==> src/rtl/gomoku_game_engine.sv <==
// Gomoku game engine: cursor navigation, stone placement with a sequential
// win scan (one neighbour cell per cycle), draw detection and a bounded
// circular undo history. All outputs are registered.
//
// Button handshake: each button is a level input; an action fires on the
// cycle where the input is high and was low the cycle before. Rising edges
// seen while the win check runs (busy = 1) are discarded, not queued. At
// most one action is taken per cycle, chosen by priority
// undo > put > right > left > up > down.
module gomoku_game_engine #(
  parameter int N          = 10,
  parameter int WIN_LEN    = 5,
  parameter int HIST_DEPTH = 16,
  localparam int POS_W     = $clog2(N*N),
  localparam int CNT_W     = $clog2(N*N+1)
) (
  input  logic             clk,
  input  logic             rst,
  input  logic             left,
  input  logic             right,
  input  logic             up,
  input  logic             down,
  input  logic             put,
  input  logic             undo,
  output logic [N*N-1:0]   board_state,
  output logic [N*N-1:0]   turn_map,
  output logic [POS_W-1:0] cursor_pos,
  output logic             side_to_move,
  output logic [CNT_W-1:0] move_count,
  output logic             busy,
  output logic [1:0]       winner,
  output logic             draw
);

  localparam int CELLS = N*N;
  localparam int CTR   = (N-1)/2;
  // Signed row/col width: holds -1 and N so bound checks are plain compares.
  localparam int RC_W  = $clog2(N) + 2;
  localparam int HP_W  = (HIST_DEPTH > 1) ? $clog2(HIST_DEPTH) : 1;
  localparam int HC_W  = $clog2(HIST_DEPTH+1);
  localparam int ST_W  = $clog2(WIN_LEN) + 1;
  localparam int RUN_W = $clog2(WIN_LEN+1) + 1;

  typedef logic signed [RC_W-1:0] rc_t;
  localparam rc_t RC_ONE  = rc_t'(1);
  localparam rc_t RC_LAST = rc_t'(N-1);
  localparam rc_t RC_N    = rc_t'(N);
  localparam rc_t RC_CTR  = rc_t'(CTR);

  typedef enum logic [1:0] {IDLE, CHECK, OVER} state_t;

  state_t state;

  // Button edge detection
  logic [5:0] btn, prev_btn, rise;
  logic       e_undo, e_put, e_right, e_left, e_up, e_down;

  assign btn     = {undo, put, right, left, up, down};
  assign rise    = btn & ~prev_btn;
  assign e_undo  = rise[5];
  assign e_put   = rise[4];
  assign e_right = rise[3];
  assign e_left  = rise[2];
  assign e_up    = rise[1];
  assign e_down  = rise[0];

  // Cursor and scan registers
  rc_t cur_r, cur_c;
  rc_t place_r, place_c;
  rc_t scan_r, scan_c;
  logic [1:0]       scan_dir;
  logic             scan_neg;
  logic [ST_W-1:0]  scan_step;
  logic [RUN_W-1:0] scan_run;

  // Undo history
  logic [POS_W-1:0] hist [HIST_DEPTH];
  logic [HP_W-1:0]  hist_wr, hist_top, hist_wr_next;
  logic [HC_W-1:0]  hist_cnt;
  logic [POS_W-1:0] undo_idx;

  assign hist_top     = (hist_wr == '0) ? HP_W'(HIST_DEPTH-1) : hist_wr - HP_W'(1);
  assign hist_wr_next = (hist_wr == HP_W'(HIST_DEPTH-1)) ? '0 : hist_wr + HP_W'(1);
  assign undo_idx     = hist[hist_top];

  // Probe cell for the current scan step
  rc_t              dr, dc, probe_r, probe_c;
  logic             probe_in, probe_hit, side_done, win_now;
  logic [POS_W-1:0] probe_idx;
  logic [RUN_W-1:0] run_next;

  // Next neighbour along the active direction/side and its match status
  always_comb begin
    dr = '0;
    dc = '0;
    case (scan_dir)
      2'd0:    dc = RC_ONE;
      2'd1:    dr = RC_ONE;
      2'd2:    begin dr = RC_ONE; dc = RC_ONE;  end
      default: begin dr = RC_ONE; dc = -RC_ONE; end
    endcase
    if (scan_neg) begin
      dr = -dr;
      dc = -dc;
    end
    probe_r   = scan_r + dr;
    probe_c   = scan_c + dc;
    probe_in  = !probe_r[RC_W-1] && (probe_r < RC_N) &&
                !probe_c[RC_W-1] && (probe_c < RC_N);
    probe_idx = POS_W'(int'(probe_r) * N + int'(probe_c));
    probe_hit = probe_in && board_state[probe_idx] &&
                (turn_map[probe_idx] == side_to_move);
    run_next  = scan_run + RUN_W'(1);
    win_now   = probe_hit && (run_next >= RUN_W'(WIN_LEN));
    side_done = !probe_hit || (scan_step == ST_W'(WIN_LEN-2));
  end

  // Previous button levels, sampled every cycle so a button held through
  // reset does not produce an edge when reset is released
  always_ff @(posedge clk) begin
    prev_btn <= btn;
  end

  // Game FSM: actions in IDLE/OVER, sequential win scan in CHECK
  always_ff @(posedge clk) begin
    if (rst) begin
      state        <= IDLE;
      board_state  <= '0;
      turn_map     <= '0;
      cur_r        <= RC_CTR;
      cur_c        <= RC_CTR;
      cursor_pos   <= POS_W'(CTR*N + CTR);
      side_to_move <= 1'b0;
      move_count   <= '0;
      busy         <= 1'b0;
      winner       <= 2'b00;
      draw         <= 1'b0;
      hist_wr      <= '0;
      hist_cnt     <= '0;
      place_r      <= '0;
      place_c      <= '0;
      scan_r       <= '0;
      scan_c       <= '0;
      scan_dir     <= '0;
      scan_neg     <= 1'b0;
      scan_step    <= '0;
      scan_run     <= '0;
    end else if (state != CHECK) begin
      if (e_undo) begin
        if (hist_cnt != '0) begin
          board_state[undo_idx] <= 1'b0;
          turn_map[undo_idx]    <= 1'b0;
          side_to_move          <= turn_map[undo_idx];
          move_count            <= move_count - CNT_W'(1);
          hist_wr               <= hist_top;
          hist_cnt              <= hist_cnt - HC_W'(1);
          winner                <= 2'b00;
          draw                  <= 1'b0;
          state                 <= IDLE;
        end
      end else if (e_put) begin
        if (state == IDLE && !board_state[cursor_pos]) begin
          board_state[cursor_pos] <= 1'b1;
          turn_map[cursor_pos]    <= side_to_move;
          hist[hist_wr]           <= cursor_pos;
          hist_wr                 <= hist_wr_next;
          if (hist_cnt != HC_W'(HIST_DEPTH))
            hist_cnt <= hist_cnt + HC_W'(1);
          move_count <= move_count + CNT_W'(1);
          place_r    <= cur_r;
          place_c    <= cur_c;
          scan_r     <= cur_r;
          scan_c     <= cur_c;
          scan_dir   <= '0;
          scan_neg   <= 1'b0;
          scan_step  <= '0;
          scan_run   <= RUN_W'(1);
          busy       <= 1'b1;
          state      <= CHECK;
        end
      end else if (e_right) begin
        if (cur_c != RC_LAST) begin
          cur_c      <= cur_c + RC_ONE;
          cursor_pos <= cursor_pos + POS_W'(1);
        end
      end else if (e_left) begin
        if (cur_c != '0) begin
          cur_c      <= cur_c - RC_ONE;
          cursor_pos <= cursor_pos - POS_W'(1);
        end
      end else if (e_up) begin
        if (cur_r != '0) begin
          cur_r      <= cur_r - RC_ONE;
          cursor_pos <= cursor_pos - POS_W'(N);
        end
      end else if (e_down) begin
        if (cur_r != RC_LAST) begin
          cur_r      <= cur_r + RC_ONE;
          cursor_pos <= cursor_pos + POS_W'(N);
        end
      end
    end else begin
      if (win_now) begin
        winner <= side_to_move ? 2'b10 : 2'b01;
        busy   <= 1'b0;
        state  <= OVER;
      end else if (side_done) begin
        if (!scan_neg) begin
          // Positive side finished: rescan from the placed stone backwards,
          // keeping the run collected so far
          scan_neg  <= 1'b1;
          scan_r    <= place_r;
          scan_c    <= place_c;
          scan_step <= '0;
          if (probe_hit)
            scan_run <= run_next;
        end else if (scan_dir != 2'd3) begin
          scan_dir  <= scan_dir + 2'd1;
          scan_neg  <= 1'b0;
          scan_r    <= place_r;
          scan_c    <= place_c;
          scan_step <= '0;
          scan_run  <= RUN_W'(1);
        end else begin
          side_to_move <= ~side_to_move;
          busy         <= 1'b0;
          if (move_count == CNT_W'(CELLS)) begin
            draw  <= 1'b1;
            state <= OVER;
          end else begin
            state <= IDLE;
          end
        end
      end else begin
        scan_r    <= probe_r;
        scan_c    <= probe_c;
        scan_step <= scan_step + ST_W'(1);
        scan_run  <= run_next;
      end
    end
  end

endmodule

==> config.mk <==
export PLATFORM = sky130hd
export DESIGN_NAME = gomoku_game_engine
export DESIGN_NICKNAME = d
export VERILOG_FILES = /design/src/rtl/gomoku_game_engine.sv
export SDC_FILE = /design/constraint.sdc
export NUM_CORES = 1
export LEC_CHECK = 0
export ABC_AREA = 1
export BUFFER_PORTS_ARGS = -buffer_cell sky130_fd_sc_hd__buf_2
export CELL_PAD_IN_SITES_DETAIL_PLACEMENT = 1
export CELL_PAD_IN_SITES_GLOBAL_PLACEMENT = 1
export CORE_UTILIZATION = 47
export CTS_BUF_LIST = sky130_fd_sc_hd__clkbuf_4 sky130_fd_sc_hd__clkbuf_8 sky130_fd_sc_hd__clkbuf_16
export DETAILED_ROUTE_END_ITERATION = 10
export PLACE_DENSITY = 0.89
export SETUP_SLACK_MARGIN = 0.05
export SYNTH_ARGS = -nofsm -noshare
export SYNTH_HDL_FRONTEND = slang
export SYNTH_SLANG_ARGS = --single-unit
==> constraint.sdc <==
create_clock -name clk -period 11.46 [get_ports clk]
set_input_delay 1.146 -clock clk [delete_from_list [all_inputs] [get_ports clk]]
set_output_delay 1.146 -clock clk [all_outputs]
set_load 0.02 [all_outputs]
==> results by group <==
Floorplan
  – Die footprint: 0.0543 mm^2
  – Initial core utilization: 47.7%
  – Core area: 0.0527 mm^2
  – Die Y: 233 um
  – Site Rows: 84
  – IO Pins: 227
  – Die X-Extent: 233 um

GRT
  – Grt met3 use: 11.7%
  – Initial antenna violation count: 2
  – Overall routing resource usage: 41.9%
  – GRT busiest layer: met2
  – Total grt overflow: 0
  – Largest net degree at the start of global routing: 176
  – GRT met2 Usage: 63.0%
  – Vias in the first global route: 28.1k
  – First-pass GRT wire length: 173,000 um
  – Grt met1 use: 52.5%

Logic synthesis
  – Synth top area share: 22.6%
  – Largest family of logic cells by synthesized area: simple AND/OR/NAND/NOR gates
  – Fraction of registers with async set or reset after synthesis: 0%
  – Count of cell types in the netlist: 56
  – Yosys Warn Count: 0
  – Synthesized cell area: 0.0251 mm^2
  – Post-Synth Simple-Gate Area: 24.8%
  – Adder-cell share of the synthesized area: 3.13%
  – Ranking of synthesized cells by area: dfxtp_1 (23%), edfxtp_1 (13%), nand2_1 (11%)
  – Synth Area in XOR/XNOR: 1.11%
  – Syn Nets: 3,765
  – Number of synthesized flops with an enable pin: 112
  – Yosys reg bits: 395
  – Syn Inst Count: 3,699
  – Mapped Avg Cell Area: 6.78 um^2
  – Yosys top cell by area: dfxtp_1
  – Mux cell area share after synthesis: 0%
  – Fraction of the mapped netlist area in compound gates: 24.6%
  – Most common flop cell mapped by yosys: dfxtp_1
  – Sequential area share after synthesis: 36.0%

STA
  – Fin Clk Skew: 0.0313 ns
  – Slew HR: 22.7%
  – Max Clock Freq: 149 MHz
  – Final setup violation count: 0
  – Fin. Hold Viols: 0
  – Final setup TNS: 0 ns
  – Fin. max-slew vios: 0
  – Worst Tran Pin Value: 1.16 ns
  – Period Utilization, post-route: 58.7%
  – Fin crit period: 6.72 ns
  – Final worst setup slack: 4.74 ns
  – RSZ-0062 raised after global routing: false

Clock tree
  – CTS Buf Count: 47
  – Setup repair bufs after CTS: 0
  – CTS Sinks: 395
  – Root Buffer Master: clkbuf_16
  – TritonCTS clock tree: done
  – Post_cts resized: 0
  – Clock Pin Slew Worst Setup and Hold Paths: 0.06 ns
  – Htree depth: 2
  – Clk Latency, worst-skew pair: 0.64 ns
  – Clk buf depth: 3
  – Hold-fix buffer count after cts: 0

Route
  – DR WL/cell: 25.7 um
  – Total vias in the final route: 29.0k
  – Final WL: 116,000 um
  – Vias per cell: 6.44
  – First DRT Iteration DRCs: 3,695
  – Initial DRT Pass Iterations: 6
  – Antenna Nets Post-Route: 0
  – Drt drc: 0

Placed design
  – Setup WS pre-CTS: 5.07 ns
  – Number of I/O port buffers: 226
  – Placed inst area: 0.0264 mm^2
  – Final Wtd Congestion: 1.00
  – Dpl hpwl: 76,000 um

Run
  – Max cap viols: 0

Power
  – Pwr dens: 228 mW/mm^2
  – Power Internal: 3.16 mW
  – P_leak: 11.1 nW
  – Design Power: 6.40 mW
  – Reg power frac: 25.6%
  – P_sw: 3.24 mW
  – Switch share: 50.7%
  – Logic pwr share: 48.7%
  – Maximum vdd drop: 0.161 mV
  – Share of power burned in the clock network: 25.7%

Finish
  – Synth-to-layout area growth: 11.6%
  – N_diodes: 0
  – Most common cell after layout, fill and taps aside: nand2_1
  – Commonest non-fill, non-tap cells in the layout: nand2_1 (750), o21ai_0 (432), nor2_1 (391)
  – Fin nets: 3,849
  – Fraction of layout instances using a drive strength above 1: 11.6%
  – Design area: 0.0280 mm^2

Worst setup path
  – CP peak stage delay: 0.93 ns
  – Crit path DAT: 7.24 ns
  – Max Fanout on Critical Path: 38
  – Setup crit end kind: register
  – CP Cell Sequence: inv_1 > ha_1 > nand2_4 > nand2_2 > buf_4 > inv_2 > nor2_1 > nor2_1 > o21ai_0 > nand3_1 > nand3_1 > nand2_1 > inv_1 > nand3_1 > inv_1 > nand3_1 > nand3_1 > o21ai_0 > o21ai_0 > a21oi_1
  – CP top delay family: simple AND/OR/NAND/NOR gates
  – Critical path launch point type: register
  – Cell repeated most along the worst path: nand3_1
  – Critical path's slowest cell: nand3_1
  – CP Class: reg2reg
  – Crit path buffers/inverters: 5
  – CP required: 11.97 ns

Hold path
  – Worst Hold Class: reg2reg

Outcome
  – Status: completed
[cells by family after synthesis]
group | count (synthesis)
XOR/XNOR | 31
flip-flops | 395
adder cells (fa/ha/maj) | 58
buffers and inverters | 638
AO/OA/AOI/OAI | 1088
AND/OR/NAND/NOR | 1489
[per-stage QoR]
| step | std cells | utilization (%) | hold WS (ns) |
|---|---|---|---|
| floorplan | 3699 | - | 0.430 |
| global placement | 4422 | 50.0 | 0.428 |
| detailed placement | 4422 | 50.0 | 0.438 |
| CTS | 4510 | 53.2 | 0.448 |
| global route | 4510 | 53.2 | 0.463 |
| finish | 4510 | 53.2 | 0.444 |
[tightest hold or removal path: cells and delay by family (launching register included)]
family,cells,cell delay (ns)
buffers and inverters,1,0.05
DFF,1,0.31
AOI/OAI and AO/OA,1,0.05
[path summary, 6_finish.rpt]
check | slack, ns | start | cells past startpoint | endpoint
worst min register to register | 0.44 | busy | 2 | busy
worst max register to register | 4.74 | hist_wr[0] | 20 | turn_map[50]
worst max-delay path | 4.74 | hist_wr[0] | 20 | turn_map[50]
worst min-delay path | 0.44 | busy | 2 | busy
[synth_stat cells (2+ instances only)]
master,instances
xnor2_1,7
nor2_1,393
nor2_4,4
o22ai_1,24
inv_1,379
a21oi_1,381
buf_2,59
a211oi_1,29
fa_1,8
a22oi_1,9
ha_1,50
inv_2,26
o21ai_0,432
nor3_1,22
xor2_1,23
and2_1,2
o211a_1,2
nand2_1,752
nand2_4,3
nand3_1,243
edfxtp_1,112
clkinv_1,7
nor2_2,8
buf_1,15
nand3_2,14
o2111a_1,14
buf_6,10
o2111ai_1,10
o221ai_1,5
dfxtp_1,283
or2_2,7
o21ai_1,43
nand2_2,19
clkbuf_1,124
o211ai_1,21
a221oi_1,14
nand4_1,11
nor4_1,5
a31oi_1,17
o31ai_1,14
o32ai_1,64
buf_4,18
o21bai_1,2
a21o_1,2
[routing by layer]
layer	vias to the layer above	wire length, um
li1	12600	-
met2	1947	49500
met5	-	13
met4	2	8450
met1	13900	43600
met3	496	14400
[power by group through the flow]
stage	sequential [mW]	combinational, mW	clock [mW]
global route	1.64	3.24	1.69
floorplan	1.65	1.87	0
detailed placement	1.66	2.92	0
global placement	1.66	2.86	0
CTS	1.63	2.95	1.64
finish	1.64	3.12	1.64
[final cells by class]
cell class                 instances  area, um^2
clock inverter                    19         236
multi-input combinational       2666       13500
tap                              688         861
timing repair buffer             261        1410
inverter                         412        1550
clock buffer                      69        1420
sequential                       395        9030
fill                            7024       24600
[flip-flops by register name (all words and copies together) (netlist names), 2 cells and up]
signal,count
prev_btn,6
scan_step,4
scan_dir,2
hist_wr,4
scan_r,6
place_r,6
scan_run,4
board_state,100
winner,2
hist_cnt,5
state,2
scan_c,6
turn_map,100
move_count,7
hist,112
cur_r,6
cursor_pos,7
cur_c,6
place_c,6
(Power assumes the default switching activity.)
